--- config.mk ---
export PLATFORM = sky130hd
export DESIGN_NAME = mem_stage_module
export DESIGN_NICKNAME = d
export VERILOG_FILES = /design/src/rtl/mem_stage_module.sv
export SDC_FILE = /design/constraint.sdc
export NUM_CORES = 2
export LEC_CHECK = 0
export CAP_MARGIN = 20
export CORE_ASPECT_RATIO = 2
export CORE_MARGIN = 3
export CORE_UTILIZATION = 50
export CTS_CLUSTER_SIZE = 14
export DETAILED_ROUTE_END_ITERATION = 6
export PLACE_DENSITY_LB_ADDON = 0.08
export SYNTH_ARGS = -nofsm -noshare
export SYNTH_HDL_FRONTEND = slang
export SYNTH_SLANG_ARGS = --single-unit
--- constraint.sdc ---
create_clock -name clk -period 3.85 [get_ports clk]
set_input_delay 1.155 -clock clk [delete_from_list [all_inputs] [get_ports clk]]
set_output_delay 1.155 -clock clk [all_outputs]
set_load 0.05 [all_outputs]
--- src/rtl/mem_stage_module.sv ---
// Memory stage of the 5-stage ARM pipeline.
// Performs loads and stores against an internal word-addressed data memory
// with a fixed multi-cycle latency, stalls upstream through `freeze` while an
// access is in flight, and loads the MEM/WB pipeline register.
// Optional feature macro: MEM_ADDR_CHECK_EN (address range/alignment checking).
module mem_stage_module #(
    parameter int DEPTH       = 64,
    parameter int BASE_ADDR   = 1024,
    parameter int WAIT_CYCLES = 2
) (
    input  logic        clk,
    input  logic        rst,
    input  logic        wb_en_in,
    input  logic        mem_r_en_in,
    input  logic        mem_w_en_in,
    input  logic [31:0] alu_res_in,
    input  logic [31:0] val_r_m_in,
    input  logic [3:0]  dest_in,
    output logic        freeze,
    output logic        wb_en_out,
    output logic        mem_r_en_out,
    output logic [31:0] alu_res_out,
    output logic [31:0] mem_data_out,
    output logic [3:0]  dest_out,
    output logic        addr_err_out
);

    localparam int          AW       = $clog2(DEPTH);
    localparam logic [31:0] BASE     = 32'(BASE_ADDR);
    localparam logic [31:0] LIMIT    = 32'(BASE_ADDR + 4 * DEPTH);
    // Only meaningful when WAIT_CYCLES >= 2; the single-cycle case skips ACCESS.
    localparam logic [3:0]  CNT_INIT = 4'(WAIT_CYCLES - 2);

    typedef enum logic [1:0] {
        IDLE   = 2'd0,
        ACCESS = 2'd1,
        DONE   = 2'd2
    } state_t;

    state_t      state_reg, state_next;
    logic [3:0]  cnt_reg, cnt_next;

    // Data memory; contents are intentionally not reset.
    logic [31:0] mem_array [DEPTH];

    logic          req;
    logic [AW-1:0] word_idx;
    logic          addr_bad;
    logic          access_err;
    logic          mem_we;
    logic [31:0]   load_data;

    assign req      = mem_r_en_in | mem_w_en_in;
    // Index wraps modulo DEPTH and ignores the byte-lane bits.
    assign word_idx = AW'((alu_res_in - BASE) >> 2);

`ifdef MEM_ADDR_CHECK_EN
    assign addr_bad = (alu_res_in < BASE) || (alu_res_in >= LIMIT) ||
                      (alu_res_in[1:0] != 2'b00);
`else
    assign addr_bad = 1'b0;
`endif

    assign access_err = req & addr_bad;

    // A store commits only on the edge that leaves DONE, so a reset before
    // that edge discards it.
    assign mem_we = (state_reg == DONE) & mem_w_en_in & ~addr_bad;

    // Combinational read; a combined load+store or a bad address returns 0.
    assign load_data = (mem_w_en_in | addr_bad) ? 32'd0 : mem_array[word_idx];

    // State register for the access sequencer.
    always_ff @(posedge clk or negedge rst) begin
        if (!rst) begin
            state_reg <= IDLE;
            cnt_reg   <= 4'd0;
        end else begin
            state_reg <= state_next;
            cnt_reg   <= cnt_next;
        end
    end

    // Next-state logic and stall generation.
    always_comb begin
        state_next = state_reg;
        cnt_next   = cnt_reg;
        freeze     = 1'b0;
        case (state_reg)
            IDLE: begin
                if (req) begin
                    freeze = 1'b1;
                    if (WAIT_CYCLES == 1) begin
                        state_next = DONE;
                    end else begin
                        state_next = ACCESS;
                        cnt_next   = CNT_INIT;
                    end
                end
            end
            ACCESS: begin
                freeze = 1'b1;
                if (cnt_reg == 4'd0) begin
                    state_next = DONE;
                end else begin
                    cnt_next = cnt_reg - 4'd1;
                end
            end
            DONE: begin
                state_next = IDLE;
            end
            default: begin
                state_next = IDLE;
            end
        endcase
    end

    // Memory write port.
    always_ff @(posedge clk) begin
        if (mem_we) begin
            mem_array[word_idx] <= val_r_m_in;
        end
    end

    // MEM/WB pipeline register: bubble while stalled, otherwise load fields.
    always_ff @(posedge clk or negedge rst) begin
        if (!rst) begin
            wb_en_out    <= 1'b0;
            mem_r_en_out <= 1'b0;
            alu_res_out  <= 32'd0;
            mem_data_out <= 32'd0;
            dest_out     <= 4'd0;
            addr_err_out <= 1'b0;
        end else if (freeze) begin
            wb_en_out    <= 1'b0;
            mem_r_en_out <= 1'b0;
        end else begin
            wb_en_out    <= wb_en_in;
            mem_r_en_out <= mem_r_en_in;
            alu_res_out  <= alu_res_in;
            dest_out     <= dest_in;
            addr_err_out <= access_err;
            if (mem_r_en_in) begin
                mem_data_out <= load_data;
            end
        end
    end

endmodule

Yosys cells after proc, flatten, opt, wreduce, memory -nomap -nowiden
Memories as Yosys holds them, arrays and structs flattened. Cells that the tools add are included. Widths: inputs -> output; s select.

$add $sub $neg: 2. Equality and inequality tests: 5. Muxes and demuxes: 13. Bitwise logic cells: 3. Reductions and logical operators: 6.

Operators with widths (count): $mux 32 (1); $mux 4 (2); $pmux 4 s2 (1); $sub 8x1->8 const B (1); $ne 2x2->1 const B (3); $mux 1 (5); $logic_not 4->1 (1); $mux 2 (2); $pmux 2 s2 (1); $reduce_and 2->1 (2); $sub 4x1->4 const B (1); $reduce_and 3->1 (1); $eq 2x1->1 const B (1); $eq 2x2->1 const B (1); $logic_not 2->1 (1); $pmux 1 s2 (1); $reduce_bool 2->1 (1); $and 1x1->1 (1); $not 1->1 (1); $or 1x1->1 (1).

Register bits after elaboration: 76. Memory bits (writable): 2048. Output and inout bits: 72. Word-level logic and storage cells: 37. Memories: 1.

Memories: mem_array (depth 64, bits a word 32, rd ports 1, clocked after memory_dff 0, write ports 1, line 44) `logic [31:0] mem_array [DEPTH];`.

Longest topological paths before layout
Depth after elaboration: 5. Gate-level depth with buffers: 11.

Worst setup path before layout
No wires, ideal clock.

Path type: input port to flip-flop. Start point: input alu_res_in[4]. End point: memory mem_array[16][0] (enable). Data arrival time: 3804 ps. Path slack: -375 ps. Stages on the path: 8. Path through: buf_4 buf_6 buf_6 buf_4 buf_4 nor3_1 nand2_1 nor2_1.

Word-level cells in the longest chain between the ends: 1.

Ends and longest elaborated chain: from (decl) (line 16) `input logic [31:0] alu_res_in,`; $sub 8x1->8 (line 55) `assign word_idx = AW'((alu_res_in - BASE) >> 2);`; to (decl) (line 44).

No other way between the ends.

Worst setup path in the final report
Start point: register mem_data_out[12]. End point: output mem_data_out[12].

RTL lines: from (decl) (line 23) `output logic [31:0] mem_data_out,`; from (signal assigned) (line 144) `mem_data_out <= load_data;`.

No word-level cell between the ends.

==> impl_results.md <==
- Final setup vio count: 0
- CP endpoint kind: output port
- Initial antenna violation count: 15
- Post-synth EDFFs: ~2000
- Number of buffers added for setup after CTS: 0
- Synthesis-stage register bit count: 2124
- Post-layout min period: 3467 ps
- First-pass DRT Iterations: 6
- Top post-synthesis cells by area: edfxtp_1 (75%), mux2i_1 (6.2%), dfrtp_1 (2.3%), a221o_1 (2.3%), o22ai_1 (2.2%)
- Max cap viols: 0
- Area leader, netlist: edfxtp_1
- Peak supply drop: 348.6 uV
- Clock skew: about 38 ps
- CP Class: flop to output port
- CTS tree: done
- Prevailing post-synth register cell: edfxtp_1
- Congestion Overflow GR: 0
- Largest regs: mem_array x2048, alu_res_out x32, mem_data_out x32
- Final period utilization: 90.05%
- Max Root-Sink Buffers: 4
- IO Pins: 145
- RSZ-0062 raised after global routing: no
- CP max FO: 2
- DP Worst Slack: -21.12 ps
- Top-area cell type share of the netlist area: 75.09%
- Number of flip-flops in the largest register: between 2000 and 2500
- Area Growth Syn to Fin: 16.36%
- Crit-path cells: clkdlybuf4s50_1
- Rows: 209
- Cell Area, Synth: 81900 um^2
- CP Buf/Inv Count: 1
- # H-tree levels: 4
- Post-synth ARST share: 3.578%
- Non-filler cells, final: 7441
- Cts bufs inserted: around 190
- WP data required: between 2000 and 3000 ps
- Seq/Total Area, Yosys: 77.42%
- Port bufs: 143
- Relative max-transition margin: approximately a third
- Ys Warns: 0
- Placeable Area: ~160000 um^2
- Count leader, synth: edfxtp_1
- Critical path's top delay family: buffers and inverters
- Worst hold path type: primary input to asynchronous set/reset pin
- Fmax: 288.4 MHz
- First-pass GRT wire length: 330500 um
- Drt via density: 6.270
- Reg clk slew, reported paths: 70 ps
- Vias in the first global route: 46700
- Crit-path slowest cell: clkdlybuf4s50_1
- R2R Setup Slk: 1420 ps
- Total GRT Usage: 26.98%
- Worst-skew pair later-pin latency: 830 ps
- Remaining DRCs: 0
- Share of cells above drive strength 1: 15.51%
- Synthesized Nets: 4850
- Crit path largest cell delay: 1030 ps
- CTS resizes: 0
- Most frequent cells after synthesis: edfxtp_1 (2048), mux2i_1 (504), o22ai_1 (285)
- Dpl cells: around 7100
- Wire per inst: 30.85 um
- Startpoint Class: flop
- Cells after Synth: 4775
- Layout Utilization: 58.68%
- Die Wd: between 200 and 300 um
- Setup ws final: 383.0 ps
- Reg with most FFs: mem_array
- Die area: 169000 um^2
- Synth cell types: 53
- Iteration-0 DRC Markers: 4015
- CTS Sinks: 2124
- Pwr Total: 0.04935 W
- Slew Limit Fails: 0
- Measured slew at the worst slew-check pin: roughly 1000 ps
- Arr. time, crit path: approximately 2300 ps
- Status: complete, no violations
- Die Ht: 578.4 um
- Final Hold Violating Endpoints: 0
- Leakage: 32.45 nW
- Final Wtd Congestion: 0.8275
- Final setup TNS: 0 ps
- Detail Route Antenna Nets: 0
- Clock root cell: clkbuf_16
- CTS Hold Buffers Added: 0
- Starting density of the core: 50.43%
- Via count: 46660
- DPL Wire Length: 145500 um
- Nets: 5270
- Total Wirelength: around 230000 um
- Pwr dens: between 500 and 600 nW/um^2
- Mean Syn Cell Area: 17.15 um^2
- Largest net degree at the start of global routing: 101
==> kinds of logic after synthesis <==
kind of cell / count (synthesis) / synth area share, %
muxes: 545 / 6.806
other: 1 / 0.004579
and+or+nand+nor: 443 / 2.470
DFF: 2124 / 77.42
xor gates and xnor gates: 2 / 0.02139
AOI/OAI and AO/OA: 1118 / 10.32
adders and majority gates: 2 / 0.03055
buffers and inverters: 540 / 2.929
==> per-layer routing <==
metal	part of all wire [%]	vias to the layer above	global-route usage [%]
met5	0.012	-	0
met4	3.7	4	9.439
met3	4.7	411	2.494
met2	54	1536	49.88
met1	38	24540	33.07
li1	-	20170	-
==> final cells by class <==
type | count | area, um^2
clock buffer | 283 | 5265
timing repair buffer | 579 | 6284
multi-input combinational | 2111 | 16670
clock inverter | 37 | 297.8
antenna | 7 | 17.52
fill | 12180 | 67100
tap | 2110 | 2640
sequential | 2124 | 63400
inverter | 190 | 718.2
==> layout by cell type, fill, tap and decap left out, drive strengths merged, types with 11 or more instances in the layout <==
| cell | instances |
|---|---|
| o22ai | 285 |
| dfrtp | 76 |
| a21oi | 96 |
| mux2 | 35 |
| o2111ai | 31 |
| edfxtp | 2048 |
| a221oi | 130 |
| buf | 473 |
| clkdlybuf4s50 | 106 |
| a221o | 186 |
| nand2 | 238 |
| inv | 195 |
| clkinv | 27 |
| nor4bb | 11 |
| o21ai | 99 |
| o31ai | 93 |
| nor2 | 137 |
| o32ai | 186 |
| and4bb | 20 |
| clkbuf | 283 |
| mux2i | 504 |
==> final timing paths <==
kind	startpoint	endpoint	cells after the start
max in group asynchronous	rst	mem_data_out[11]	2
max reg2reg	state_reg[1]	mem_array[58][17]	6
min in group clk	alu_res_out[4]	alu_res_out[4]	2
max	mem_data_out[12]	mem_data_out[12]	1
min	rst	alu_res_out[21]	1
min reg2reg	alu_res_out[4]	alu_res_out[4]	2
==> power by group <==
group	switching, W	total [W]	internal (W)
clock	0.00806	0.0177	0.00962
combinational	0.00366	0.00552	0.00186
sequential	0.000418	0.0261	0.0257
total	0.0121	0.0494	0.0372
==> metrics by stage <==
stage	hold slack (ps)	instance area, um^2
final	296.7	95290
after global routing	308.5	95290
after CTS	267.0	95160
after detailed placement	474.9	89590
after global placement	465.6	89590
after floorplan	505.7	81900
(Power assumes the default switching activity.)
